$ cat src/rtl/fifo_pkg.sv
// Shared async-FIFO helpers: Gray/binary pointer conversion used by both
// the read and write ports.
package fifo_pkg;

   // Conversions run at a fixed maximum width; zero-extending a narrower
   // pointer does not change its Gray or binary value.
   localparam int PTR_MAX_W = 32;
   typedef logic [PTR_MAX_W-1:0] ptr_t;

   // Depth of the read-side output buffer.
   localparam int OBUF_DEPTH = 2;

   function automatic ptr_t bin2gray(input ptr_t b);
      return b ^ (b >> 1);
   endfunction

   function automatic ptr_t gray2bin(input ptr_t g);
      ptr_t b;
      b[PTR_MAX_W-1] = g[PTR_MAX_W-1];
      for (int i = PTR_MAX_W-2; i >= 0; i--)
         b[i] = b[i+1] ^ g[i];
      return b;
   endfunction

   // Gray value the write pointer takes when the FIFO is full relative to
   // rgray: the top two bits of a pw-bit pointer are inverted.
   function automatic ptr_t gray_full_match(input ptr_t rgray, input int unsigned pw);
      return rgray ^ (ptr_t'(3) << (pw - 2));
   endfunction

endpackage

$ cat src/rtl/fifo_sync_2ff.sv
// Two-flop synchronizer for a Gray-coded pointer crossing into this clock domain.
module fifo_sync_2ff #(
   parameter int WIDTH = 1
) (
   input  logic             clk,
   input  logic             rst,
   input  logic [WIDTH-1:0] d,
   output logic [WIDTH-1:0] q
);

   logic [WIDTH-1:0] meta;

   always_ff @(posedge clk) begin
      if (rst) begin
         meta <= '0;
         q    <= '0;
      end else begin
         meta <= d;
         q    <= meta;
      end
   end

endmodule

$ cat src/rtl/fifo_read_port.sv
// Read side of an async FIFO: Gray pointer handling, empty/count status, and
// a 2-entry output buffer that hides the RAM read latency behind a ready/valid port.
module fifo_read_port
   import fifo_pkg::*;
#(
   parameter int ADDR_WIDTH = 4,
   parameter int DATA_WIDTH = 32
) (
   input  logic                  rclk,
   input  logic                  rrst,
   input  logic [ADDR_WIDTH:0]   rwptr_gray,
   output logic [ADDR_WIDTH:0]   rptr,
   output logic [ADDR_WIDTH-1:0] raddr,
   output logic                  ren,
   input  logic [DATA_WIDTH-1:0] rdata_mem,
   output logic                  rempty,
   output logic [ADDR_WIDTH:0]   rcount,
   output logic                  dout_valid,
   input  logic                  dout_ready,
   output logic [DATA_WIDTH-1:0] dout
);

   localparam int PW = ADDR_WIDTH + 1;

   logic [PW-1:0] rq2_wptr;
   logic [PW-1:0] rbin;
   logic [PW-1:0] n_rbin;
   logic [PW-1:0] n_rgray;
   logic [1:0]    bcnt;
   logic [1:0]    n_bcnt;
   logic [2:0]    occ;
   logic          f;
   logic          pop;
   logic          wr_idx;
   logic [OBUF_DEPTH-1:0][DATA_WIDTH-1:0] obuf;

   fifo_sync_2ff #(.WIDTH(PW)) u_wptr_sync (
      .clk (rclk),
      .rst (rrst),
      .d   (rwptr_gray),
      .q   (rq2_wptr)
   );

   assign pop = dout_valid & dout_ready;

   // Words held plus the word arriving from RAM, after this cycle's pop.
   // Only issue a read when that still leaves a free buffer slot.
   assign occ    = {1'b0, bcnt} + {2'b0, f} - {2'b0, pop};
   assign n_bcnt = occ[1:0];
   assign ren    = !rrst & !rempty & (occ < 3'd2);

   assign n_rbin  = rbin + PW'(ren);
   assign n_rgray = PW'(bin2gray(ptr_t'(n_rbin)));
   assign raddr   = rbin[ADDR_WIDTH-1:0];
   assign rcount  = PW'(gray2bin(ptr_t'(rq2_wptr))) - rbin;

   always_ff @(posedge rclk) begin
      if (rrst) begin
         rbin   <= '0;
         rptr   <= '0;
         rempty <= 1'b1;
         bcnt   <= 2'd0;
         f      <= 1'b0;
      end else begin
         rbin   <= n_rbin;
         rptr   <= n_rgray;
         rempty <= (n_rgray == rq2_wptr);
         bcnt   <= n_bcnt;
         f      <= ren;
      end
   end

   // Tail slot for the arriving word, taken after any pop has shifted the head.
   assign wr_idx = (bcnt == 2'd2) | ((bcnt == 2'd1) & !pop);

   always_ff @(posedge rclk) begin
      if (pop)
         obuf[0] <= obuf[1];
      if (f)
         obuf[wr_idx] <= rdata_mem;
   end

   assign dout_valid = (bcnt != 2'd0);
   assign dout       = obuf[0];

endmodule

$ cat config.mk
export PLATFORM = sky130hd
export DESIGN_NAME = fifo_read_port
export DESIGN_NICKNAME = d
export VERILOG_FILES = /design/src/rtl/fifo_pkg.sv /design/src/rtl/fifo_sync_2ff.sv /design/src/rtl/fifo_read_port.sv
export SDC_FILE = /design/constraint.sdc
export NUM_CORES = 1
export LEC_CHECK = 0
export ABC_AREA = 0
export BUFFER_PORTS_ARGS = -buffer_cell sky130_fd_sc_hd__buf_4
export CORE_UTILIZATION = 53
export DETAILED_ROUTE_END_ITERATION = 12
export PLACE_DENSITY = 0.81
export SYNTH_ARGS = -nofsm -noshare
export SYNTH_HDL_FRONTEND = slang
export SYNTH_SLANG_ARGS = --single-unit
$ cat constraint.sdc
create_clock -name rclk -period 4.22 [get_ports rclk]
set_input_delay 0.422 -clock rclk [delete_from_list [all_inputs] [get_ports rclk]]
set_output_delay 0.422 -clock rclk [all_outputs]
set_load 0.02 [all_outputs]
== After elaboration in Yosys (flattened, before gate mapping) ==
Index checks and enable logic that the tools add are counted.
Storage, ports and cells
  bits in registers: 88
  bits of input ports: 40
  output and inout port bits: 49
  word-level logic and storage cells: 39
Cells by class
  magnitude comparators: 3
  eq/ne operators: 3
  add/subtract/negate cells: 4
  reductions and logical operators: 5
  bitwise operators: 10
  muxes and demuxes: 5
Operators by type and width (number)
  32-bit two-way mux: 3
  64-bit bitwise mux: 1
  32-bit demux with 1-bit select: 1
  5-bit by 1-bit adder with 5-bit output: 1
  5-bit == test: 1
  5-bit subtractor: 1
  5-bit by 4-bit XOR with 5-bit output: 1
  1-bit AND: 4
  1-bit XOR: 4
  2-bit by 1-bit adder with 3-bit output: 1
  1-bit zero test: 3
  3-bit by 2-bit less-than comparator with 1-bit output, second input constant: 1
  3-bit by 1-bit subtractor with 3-bit output: 1
  2-bit by 1-bit == test with 1-bit output, second input constant: 1
  2-bit == test, second input constant: 1
  1-bit by 2-bit less-than comparator with 1-bit output, second input constant: 1
  2-bit nonzero test: 1
  1-bit greater-or-equal comparator, second input constant: 1
  1-bit logical AND: 1
  1-bit bitwise OR: 1

== Depth between registers and ports, before layout ==
  depth in word-level cells: 11
  depth in mapped cells: 18
  mapped depth without buffers: 17

== Modules after synthesis ==
Synthesis repeated with hierarchy kept, for this count alone.
Second synthesis, totals
  cell total of the unflattened synthesis: 324
  area total of the unflattened synthesis: 3669.8 um^2
By module, submodules not included
  fifo_read_port: area each 3407.0 um^2, times used 1, seq. area each 1861.8 um^2, cells each 304
  fifo_sync_2ff: area each 262.8 um^2, times used 1, seq. area each 200.2 um^2, cells each 20

== Worst setup path before layout ==
OpenSTA, ideal clock, no wires.
  path type: reg2reg
  start point: register bcnt[1]
  end point: register rempty
  path slack: -0.390 ns
  period minus slack after synthesis: 4.610 ns
  data arrival time: 4.544 ns
  path buffers: 1
  cell stages (with the launch flop): 19
  required time: 4.154 ns
  setup time: 0.066 ns
  cell sequence: dfxtp_1 -> or2_1 -> nand2_2 -> buf_2 -> inv_2 -> ha_1 -> inv_1 -> ha_1 -> inv_1 -> fa_1 -> xor2_1 -> nor4b_1 -> ha_1 -> ha_1 -> xor2_2 -> xor2_1 -> or3_1 -> a211oi_2 -> a2bb2oi_2
On the way
  longest elaborated chain between the ends: 8
  elaborated cells on any way between the ends: 9
  classes of those cells: add/sub (3); order compare (1); eq/ne (1); bitwise (3); reduce/logical (1)
Ends and longest elaborated chain
  from (decl): line fifo_read_port.sv:29  | logic [1:0] bcnt;
  from (signal assigned): line fifo_read_port.sv:68  | bcnt <= n_bcnt;
  2-bit nonzero test: line fifo_read_port.sv:83  | assign dout_valid = (bcnt != 2'd0);
  named net dout_valid: line fifo_read_port.sv:18  | output logic dout_valid,
  1-bit AND: line fifo_read_port.sv:44  | assign pop = dout_valid & dout_ready;
  3-bit by 1-bit subtractor with 3-bit output: line fifo_read_port.sv:48  | assign occ = {1'b0, bcnt} + {2'b0, f} - {2'b0, pop};
  3-bit by 2-bit less-than comparator with 1-bit output: line fifo_read_port.sv:50  | assign ren = !rrst & !rempty & (occ < 3'd2);
  1-bit AND: line fifo_read_port.sv:50
  named net ren: line fifo_read_port.sv:14  | output logic ren,
  5-bit by 1-bit adder with 5-bit output: line fifo_read_port.sv:52  | assign n_rbin = rbin + PW'(ren);
  5-bit by 4-bit XOR with 5-bit output: line fifo_pkg.sv:14  | return b ^ (b >> 1);
  5-bit == test: line fifo_read_port.sv:67  | rempty <= (n_rgray == rq2_wptr);
  to (signal assigned): line fifo_read_port.sv:67
  to (decl): line fifo_read_port.sv:16  | output logic rempty,
The timed path passes the listed nets, and every way through them passes these cells.
A chain may end at the register's enable or synchronous reset.

== Worst setup path after layout ==
  start point: register bcnt[1]
  end point: register rempty
On the way
  longest elaborated chain between the ends: 8
  elaborated cells on any way between the ends: 9
  classes of those cells: add/sub (3); order compare (1); eq/ne (1); bitwise (3); reduce/logical (1)
Ends and longest elaborated chain (line)
  branches (longest 2 deep; another with 2-bit by 1-bit adder with 3-bit output)
  3-bit by 1-bit subtractor with 3-bit output *: fifo_read_port.sv:48
  3-bit by 2-bit less-than comparator with 1-bit output *: fifo_read_port.sv:50
  1-bit AND *: fifo_read_port.sv:50
  5-bit by 1-bit adder with 5-bit output *: fifo_read_port.sv:52
  5-bit by 4-bit XOR with 5-bit output *: fifo_pkg.sv:14
  5-bit == test *: fifo_read_port.sv:67
Mark *: on every way between the ends.

==> reports/results.ini <==
[global_route]
grtUsageMet2 = 0.2999
grt_use_met3 = 0.04377
grt_overflow = 0
grtUsageTotal = 0.1782
antenna_found_initial = 0
grt_use_met1 = 0.2143
grt_first_pass_wirelength_um = 9818
grt_start_max_net_pins = 65
busiest_layer = met2
grt_pass1_vias = 2168

[die]
die_w_um = 85.23
die_area_um2 = 7263
die-height_um = 85.23
start_util = 0.5621
fp-row-count = 29
core_um2 = 6531
io_pins = 89

[setup_path]
required_ps = 4500
critical_path_class = reg2reg
endpoint_kind = register
reg2regPathDepth = 17
critPathLaunchType = register
crit_path_cell_trace = or2_1, nand2_2, inv_2, ha_1, inv_1, ha_1, inv_1, fa_1, xor2_1, nor4b_4, ha_1, ha_1, xor2_2, xor2_1, or3_1, a211oi_2, a2bb2oi_2
crit_top_cell = ha_1
slowest_stage = dfxtp_1
crit_start = bcnt[1]$_SDFF_PP0_
cp_max_fo = 5
worstReg2RegStart = bcnt[1]$_SDFF_PP0_
worstPathArrival_ps = 3990
cp_slowest_stage_delay_ps = 370

[route]
routed_via_density = 4.972
vias = 2297
post_drt_wl_per_cell_um = 13.29
ant_nets = 0
totalWireLength_um = 6141
drc = 0
drtPass1Iterations = 4
drtIter0Drc = 88

[logic_synthesis]
synth.distinct_cells = 34
synth_ff_type = dfxtp_1
synth.avg_cell_area_um2 = 11.30
synth-async-reset-ratio = 0
seq_area_frac_synth = 0.5617
synth_area_um2 = 3671
synth.net_count = 375
netlist_instances = 325
synth_top_cell_area_share = 0.2999
synth_edf_count = 32
synth.largest_area_cell = dfxtp_1
ys_top_cells_by_area = dfxtp_1 30%, edfxtp_1 26%, mux2i_1 9.3%, buf_4 6.5%, a21oi_1 4.9%
synth-seq-cells = 87
ys_warn_count = 0

[timing]
min_period_ps = 3711
min_period_over_period = 0.8794
finalSetupViolations = 0
hold_slack_ps = 253.2
tns_ps = 0
hold_viol = 0
final-max-slew-violation-count = 0
rsz0062_at_grt = false
relSlewSlack = 0.2530
fmax_mhz = 269.5
fin_worst_skew_ps = 7.844
tightest_slew_ps = 1117

[placed_design]
post-dp-hpwl_um = 4193
place_inst = 446
io_buffers = 88
finalWeightedCongestion = 0.8752

[clock_tree]
insertion_delay_ps = 350
post_cts_resized = 0
cts_buffers = 9
clockBufferDepth = 2
cts_root_buf = clkbuf_8
cts_sinks = 87
cts_htree_levels = 3
tritoncts = built
post_cts_buffers = 0
ctsHoldBuffers = 0
path_clk_slew_ps = 90

[final_layout]
layout.cells.non_filler = 462
layout_commonest_cell = buf_4
area_growth_pct = 18.47
finalNetCount = 430
drive_gt1_frac = 0.2987
fillers = 527
final_cell_mix = 89 x buf_4, 55 x dfxtp_1, 40 x nor2_1
antenna_cells = 0
final_util = 0.6659

[min_path]
hold_path.class = in2reg
hold_path_depth = 1
min_from = rdata_mem[2]

[power_and_ir_drop]
p_per_area_nw_per_um2 = 711.3
p_leak_nw = 2.023
peakVddDrop_mv = 0.2969

[flow_run]
max_cap_viol_count = 0

[status]
outcome = completed

[flip-flops by register name (all words and copies together) (netlist names)]
register / flops
bcnt: 2
u_wptr_sync.q: 5
dout: 32
u_wptr_sync.meta: 5
rptr: 5
rempty: 1
rbin: 4
f: 1
obuf: 32
[logic make-up after synthesis]
kind of cell    share of synthesized area
flops                              0.5617
compound gates                    0.06885
buf+inv                           0.08998
xor+xnor                          0.05453
simple gates                      0.09407
mux                               0.09271
fa+ha+maj                         0.03817
[final timing paths]
kind	slack, ps	to
setup reg to reg	510	rempty$_SDFF_PP1_
hold / removal	250	obuf[34]$_DFFE_PP_
hold reg to reg	440	u_wptr_sync.q[1]$_SDFF_PP0_
setup / recovery	510	rempty$_SDFF_PP1_
[through the flow]
stage	area [um^2]	power, mW	setup WS (ps)
finish	4349	3.093	508.7
global route	4349	3.296	267.3
CTS	4349	3.129	487.8
detailed placement	4168	2.601	549.6
global placement	4168	2.556	644.3
floorplan	3686	2.340	107.7
[report_power, final]
part	internal [mW]	switching [mW]
Combinational	0.618	0.730
Clock	0.221	0.307
Sequential	1.10	0.114
Total	1.94	1.15
[metal layers]
metal | vias to the layer above | part of all wire
li1 | 1177 | -
met1 | 1047 | 0.44
met2 | 64 | 0.49
met3 | 9 | 0.047
met4 | 0 | 0.018
met5 | - | 0
[cell type report]
type                       instances  area (um^2)  area share
multi-input combinational        183         1304      0.2998
sequential                        87         2062      0.4741
inverter                          10        37.54    0.008631
clock inverter                     7        57.56     0.01323
tap                               77        96.34     0.02215
clock buffer                       9        123.9     0.02848
timing repair buffer              89        668.1      0.1536
[cells in the mapped netlist, types with 5 or more instances]
library cell   n
edfxtp_1      32
nor2_1        41
nand2_1        5
xnor2_1       11
clkbuf_1      10
buf_4         32
inv_1          8
nor2b_1       14
dfxtp_1       55
ha_1           8
a21oi_1       36
mux2i_1       34
xor2_1        10
[worst max-delay path: cells and delay by family (launching register included)]
kind            cells  cell delay, ps
compound gates      2             330
xor+xnor            3             520
fa+ha+maj           5            1310
buf+inv             3             140
flops               1             370
simple gates        4             970
Power figures use the tool's default switching activity.
